**config.mk**
```make
export PLATFORM = sky130hd
export DESIGN_NAME = hsst2ad_fifo_flat
export DESIGN_NICKNAME = d
export VERILOG_FILES = /design/src/rtl/hsst2ad_pkg.sv /design/src/rtl/hsst2ad_fifo_if.sv /design/src/rtl/hsst2ad_ram.sv /design/src/rtl/hsst2ad_fifo.sv /design/src/flat_wrapper.sv
export SDC_FILE = /design/constraint.sdc
export NUM_CORES = 2
export LEC_CHECK = 0
export CAP_MARGIN = 20
export CORE_MARGIN = 3
export CORE_UTILIZATION = 48
export CTS_CLUSTER_SIZE = 40
export DETAILED_ROUTE_END_ITERATION = 8
export PLACE_DENSITY = 0.64
export RECOVER_POWER = 50
export SLEW_MARGIN = 30
export SYNTH_ARGS = -nofsm -noshare
export SYNTH_HDL_FRONTEND = slang
export SYNTH_SLANG_ARGS = --single-unit
export TNS_END_PERCENT = 30
```
**constraint.sdc**
```tcl
create_clock -name clk -period 4.7 [get_ports clk]
set_input_delay 0.47 -clock clk [delete_from_list [all_inputs] [get_ports clk]]
set_output_delay 0.47 -clock clk [all_outputs]
set_load 0.005 [all_outputs]
```
**src/rtl/hsst2ad_pkg.sv**
```systemverilog
// Shared sizing and thresholds for the HSST-to-AD byte FIFO.
package hsst2ad_pkg;

    localparam int DATA_WIDTH       = 8;
    localparam int DEPTH_WIDTH      = 8;
    localparam int DEPTH            = 1 << DEPTH_WIDTH;
    localparam int ALMOST_FULL_NUM  = 252;
    localparam int ALMOST_EMPTY_NUM = 4;

    typedef logic [DATA_WIDTH-1:0]  data_t;
    typedef logic [DEPTH_WIDTH-1:0] ptr_t;
    // One extra bit so a full FIFO (256 words) is representable.
    typedef logic [DEPTH_WIDTH:0]   count_t;

endpackage

```
**src/rtl/hsst2ad_fifo_if.sv**
```systemverilog
// Write/read bundle between the HSST receive path, the FIFO and the AD interface logic.
interface hsst2ad_fifo_if;
    import hsst2ad_pkg::*;

    // wr_en/rd_en are requests; a request is taken on the clk edge only when the
    // matching ready-style flag (!wr_full / !rd_empty) is true in that same cycle,
    // otherwise it is silently dropped. rd_data is valid after the accepting edge.
    data_t wr_data;
    logic  wr_en;
    logic  wr_full;
    logic  almost_full;
    logic  rd_en;
    data_t rd_data;
    logic  rd_empty;
    logic  almost_empty;

    modport master (
        output wr_data, wr_en, rd_en,
        input  wr_full, almost_full, rd_data, rd_empty, almost_empty
    );

    modport slave (
        input  wr_data, wr_en, rd_en,
        output wr_full, almost_full, rd_data, rd_empty, almost_empty
    );

endinterface

```
**src/rtl/hsst2ad_ram.sv**
```systemverilog
// Simple dual-port RAM: synchronous write, read-enable-gated registered read output.
module hsst2ad_ram
    import hsst2ad_pkg::*;
(
    input  logic  clk,
    input  logic  rst,
    input  logic  wr_en,
    input  ptr_t  wr_addr,
    input  data_t wr_data,
    input  logic  rd_en,
    input  ptr_t  rd_addr,
    output data_t rd_data
);

    // Storage is not reset; pointer reset in the parent makes old contents unreachable.
    data_t mem [DEPTH];

    always_ff @(posedge clk) begin
        if (wr_en) begin
            mem[wr_addr] <= wr_data;
        end
    end

    always_ff @(posedge clk) begin
        if (rst) begin
            rd_data <= '0;
        end else if (rd_en) begin
            rd_data <= mem[rd_addr];
        end
    end

endmodule

```
**src/rtl/hsst2ad_fifo.sv**
```systemverilog
// Single-clock 256x8 FIFO; pointers, occupancy count, flag decode and accept gating.
module hsst2ad_fifo
    import hsst2ad_pkg::*;
(
    input  logic        clk,
    input  logic        rst,
    hsst2ad_fifo_if.slave bus
);

    ptr_t   wptr;
    ptr_t   rptr;
    count_t count;
    logic   wr_acc;
    logic   rd_acc;
    data_t  ram_rd_data;

    // Gating uses the current flags, so at full a read wins and at empty a write wins.
    assign wr_acc = bus.wr_en && !bus.wr_full;
    assign rd_acc = bus.rd_en && !bus.rd_empty;

    always_ff @(posedge clk) begin
        if (rst) begin
            wptr  <= '0;
            rptr  <= '0;
            count <= '0;
        end else begin
            if (wr_acc) begin
                wptr <= wptr + ptr_t'(1);
            end
            if (rd_acc) begin
                rptr <= rptr + ptr_t'(1);
            end
            unique case ({wr_acc, rd_acc})
                2'b10:   count <= count + count_t'(1);
                2'b01:   count <= count - count_t'(1);
                default: count <= count;
            endcase
        end
    end

    assign bus.wr_full      = (count == count_t'(DEPTH));
    assign bus.rd_empty     = (count == '0);
    assign bus.almost_full  = (count >= count_t'(ALMOST_FULL_NUM));
    assign bus.almost_empty = (count <= count_t'(ALMOST_EMPTY_NUM));

    hsst2ad_ram u_ram (
        .clk     (clk),
        .rst     (rst),
        .wr_en   (wr_acc),
        .wr_addr (wptr),
        .wr_data (bus.wr_data),
        .rd_en   (rd_acc),
        .rd_addr (rptr),
        .rd_data (ram_rd_data)
    );

    assign bus.rd_data = ram_rd_data;

endmodule

```
**src/flat_wrapper.sv**
```systemverilog
// flat-port wrapper written by rule: the top's interface ports become plain ports
module hsst2ad_fifo_flat import hsst2ad_pkg::*;
  (clk, rst, bus_wr_data, bus_wr_en, bus_rd_en, bus_wr_full, bus_almost_full, bus_rd_data, bus_rd_empty, bus_almost_empty);
  hsst2ad_fifo_if bus_i ();
  input  logic clk;
  input  logic rst;
  input wire logic [$bits(bus_i.wr_data)-1:0] bus_wr_data;
  input wire logic [$bits(bus_i.wr_en)-1:0] bus_wr_en;
  input wire logic [$bits(bus_i.rd_en)-1:0] bus_rd_en;
  output wire logic [$bits(bus_i.wr_full)-1:0] bus_wr_full;
  output wire logic [$bits(bus_i.almost_full)-1:0] bus_almost_full;
  output wire logic [$bits(bus_i.rd_data)-1:0] bus_rd_data;
  output wire logic [$bits(bus_i.rd_empty)-1:0] bus_rd_empty;
  output wire logic [$bits(bus_i.almost_empty)-1:0] bus_almost_empty;
  assign bus_i.wr_data = bus_wr_data;
  assign bus_i.wr_en = bus_wr_en;
  assign bus_i.rd_en = bus_rd_en;
  assign bus_wr_full = bus_i.wr_full;
  assign bus_almost_full = bus_i.almost_full;
  assign bus_rd_data = bus_i.rd_data;
  assign bus_rd_empty = bus_i.rd_empty;
  assign bus_almost_empty = bus_i.almost_empty;
  hsst2ad_fifo u_core (.clk(clk), .rst(rst), .bus(bus_i));
endmodule
```
==> metrics.txt <==
outcome complete, but fails checks; failing checks max-capacitance violations, max-slew violations; Starting Density 0.485; grt total ovfl 0; CP Class input port to register; HPWL Detailed 122 mm; Sw Ratio 0.262; Worst path depth 3; Area Overhead vs Synth 12.3%; clk slew on worst S/H paths ~60 ps; Iteration-0 DRC Markers 4795; Core Area approximately 0.17 mm²; CP max stage cell clkbuf_1; GRT Total Usage 0.232; initial antenna violation count 6; setup_tns 0 ps; vias in the first global route 41.1k; Setup crit end kind register; # port buffers 23; final WL slightly above 200 mm; Root Buffer clkbuf_16; combinational power share 0.184; fillers about 13k; Peak VDD IR 0.396 mV; Die X ~420 µm; Worst Setup EP u_core.u_ram.mem[235][1]$_DFFE_PP_; Clock Sinks 2081; Layout Skew between 30 and 40 ps; fin crit share 0.902; hold_buf cts 0; crit path max fanout 91; R2R cell count 13; area leader, netlist edfxtp_1; RSZ-0062 raised after global routing false; Synthesized Nets 4162; HP Class input port to register; Yosys cell types 65; max_cap viols 17; final cell count without fillers 6720; Die ar. 0.174 mm²; Worst-Skew Late Latency 840 ps; slew of the pin with the lowest slew margin 4230 ps; prevailing post-synth register cell edfxtp_1; largest net degree at the start of global routing 138; CTS tree built; Crit path max-delay family buffers and inverters; die height 417 µm; Syn Area/Cell 19.6 µm²; fin area 0.0912 mm²; Design Power 44300 µW; Syn Inst Count 4136; Vias/cell 6.13; Max stage delay on crit path 1760 ps; # rows 150; GPL Wtd Cong 0.868; Reg-to-Reg Start u_core.count[4]$_SDFFE_PP0P_; Rel. slew slack -1.82; Final ANT Viol Nets 0; Setup-failing EPs final 0; Placed Area 0.0851 mm²; io pins 24; Yosys reg bits 2081; Post-Syn Area 0.0813 mm²; CP required between 5000 and 6000 ps; Post-CTS Setup Bufs 0; # placed instances 6342; TritonCTS Buffers 203; H-tree Lvls 4; register-to-register setup slack about 500 ps; internal power 32700 µW; EDFF count, synth 2048; fmax 236 MHz; Seq pwr share 0.469; fin. max-slew vios 1201; LEAKAGE 0.0278 µW; yosys warns 0; fraction of registers with async set/reset 0; sw power 11600 µW; Synth area leaders edfxtp_1 76%, mux4_2 9.8%, mux2i_1 4.5%; post-route DRC violation count 0; CP Launch Point bus_wr_data[1]; PwrDens a little under 500 mW/mm²; Clk network pwr share 0.347; cell chain of the critical path clkbuf_1 > clkbuf_2 > buf_6; DR vias 41.2k; crit path time final between 4000 and 5000 ps; final core occ 0.544; deepest clock path buffer count 3; first-pass GRT wire length 293 mm; WP data arrival 4750 ps; drt wl/cell roughly 30 µm; Final #Nets 4372; FF-to-FF End u_core.count[8]$_SDFFE_PP0P_; top cell type's share of synthesized area 0.757; post-cts sizing count 0; DRT Pass-1 Iters 8; Final Hold Viols 0; crit start category input port; share of cells above drive strength 1 0.198; Seq/Total Area, Yosys 0.765; CP Buf/Inv Count 3
==> flip-flops by register name, indices dropped and copies added (netlist names) <==
| name | count |
|---|---|
| u_core.rptr | 8 |
| u_core.wptr | 8 |
| u_core.u_ram.rd_data | 8 |
| u_core.count | 9 |
| u_core.u_ram.mem | 2048 |
==> worst min path at each step <==
| stage | cells past startpoint | end | from | slack [ps] |
|---|---|---|---|---|
| after floorplan | 2 | u_core.u_ram.rd_data[3]$_SDFFE_PP0P_ | u_core.u_ram.rd_data[3]$_SDFFE_PP0P_ | 470 |
| after global placement | 2 | u_core.count[7]$_SDFFE_PP0P_ | u_core.count[7]$_SDFFE_PP0P_ | 540 |
| after detailed placement | 2 | u_core.count[7]$_SDFFE_PP0P_ | u_core.count[7]$_SDFFE_PP0P_ | 540 |
| after CTS | 1 | u_core.u_ram.mem[230][3]$_DFFE_PP_ | bus_wr_data[3] | 50 |
| after global routing | 4 | u_core.wptr[0]$_SDFFE_PP0P_ | bus_wr_en | 520 |
| final | 4 | u_core.wptr[0]$_SDFFE_PP0P_ | bus_wr_en | 510 |
==> through the flow <==
| stage | hold WS [ps] | worst slack (ps) |
|---|---|---|
| floorplan | 474 | 885 |
| global placement | 540 | 445 |
| detailed placement | 537 | 509 |
| CTS | 52.1 | 530 |
| global route | 516 | 142 |
| finish | 515 | 459 |
==> layout by cell type (no fill, tap or decap), types with 7 or more instances in the layout <==
cell,netlist,layout
dfxtp_1,33,29
clkbuf_16,0,203
nand3_1,47,43
ha_1,13,13
a21oi_1,86,86
and3_1,11,11
a211oi_1,40,40
a31oi_1,12,12
a22o_1,9,9
nor3_1,19,19
a22oi_1,78,78
buf_12,0,21
bufinv_16,0,8
nor2_1,305,303
buf_4,50,189
clkbuf_1,104,61
mux4_2,355,355
a41oi_1,7,7
nand4_1,8,8
edfxtp_1,2048,2048
dlygate4sd3_1,0,9
o22ai_1,60,60
a221oi_1,7,7
xor2_1,7,7
o21ai_0,33,33
nand2_2,2,17
o221ai_1,106,106
inv_1,8,8
clkbuf_2,0,17
nor2b_1,16,13
clkinv_2,0,38
nand2_1,130,114
mux2i_1,364,364
clkinv_1,1,56
xnor2_1,11,11
==> worst min-delay path: stages <==
cell	delay [ps]
clkdlybuf4s50_1	400
nor2b_1	230
xnor2_1	170
nor2_1	40
==> layout make-up <==
cell class	instances	area [µm²]	share of cell area
antenna	2	5.00	0.0000549
timing repair buffer	255	2130	0.0234
clock inverter	120	945	0.0104
sequential	2081	62200	0.682
inverter	9	36.3	0.000398
clock buffer	253	5280	0.0579
tap	2204	2760	0.0302
multi-input combinational	1796	17900	0.196
==> power groups by stage <==
stage / clock network (µW) / registers, µW / logic (µW)
4_1_cts: 15600 / 20800 / 8310
2_1_floorplan: 0 / 20900 / 5950
3_3_place_gp: 0 / 21200 / 8230
3_5_place_dp: 0 / 21200 / 8290
5_1_grt: 16300 / 20800 / 8660
6_report: 15400 / 20800 / 8160
==> layer usage <==
metal,up-vias,share of wire,GRT usage
li1,17500,-,-
met1,21600,0.41,0.333
met2,1760,0.48,0.363
met3,386,0.072,0.0370
met4,2,0.039,0.0867
met5,-,0.000064,0
==> logic make-up after synthesis <==
logic type / count (synthesis) / share of synthesized area
AOI/OAI and AO/OA: 468 / 0.0410
muxes: 721 / 0.144
buffers and inverters: 259 / 0.0159
adders and majority gates: 14 / 0.00225
xor gates and xnor gates: 18 / 0.00194
DFF: 2081 / 0.765
and+or+nand+nor: 575 / 0.0304
==> Yosys cell counts, drive strengths merged, types with 3 or more instances <==
library cell / n
a21oi: 86
nor3b: 3
o22ai: 60
edfxtp: 2048
nor2: 306
mux4: 355
or4: 3
a31oi: 12
a221oi: 7
xnor2: 11
nand4b: 6
a211oi: 40
nor3: 19
nand3: 47
inv: 8
a2111o: 6
clkbuf: 104
o21bai: 3
a2111oi: 3
or3: 5
ha: 13
nor4: 5
nand4: 8
a41oi: 7
a22o: 9
a22oi: 78
mux2i: 364
buf: 146
nand2b: 4
xor2: 7
dfxtp: 33
and3: 11
o221ai: 106
nor2b: 16
nand2: 132
a21o: 4
o21ai: 33
(Power assumes the default switching activity.)
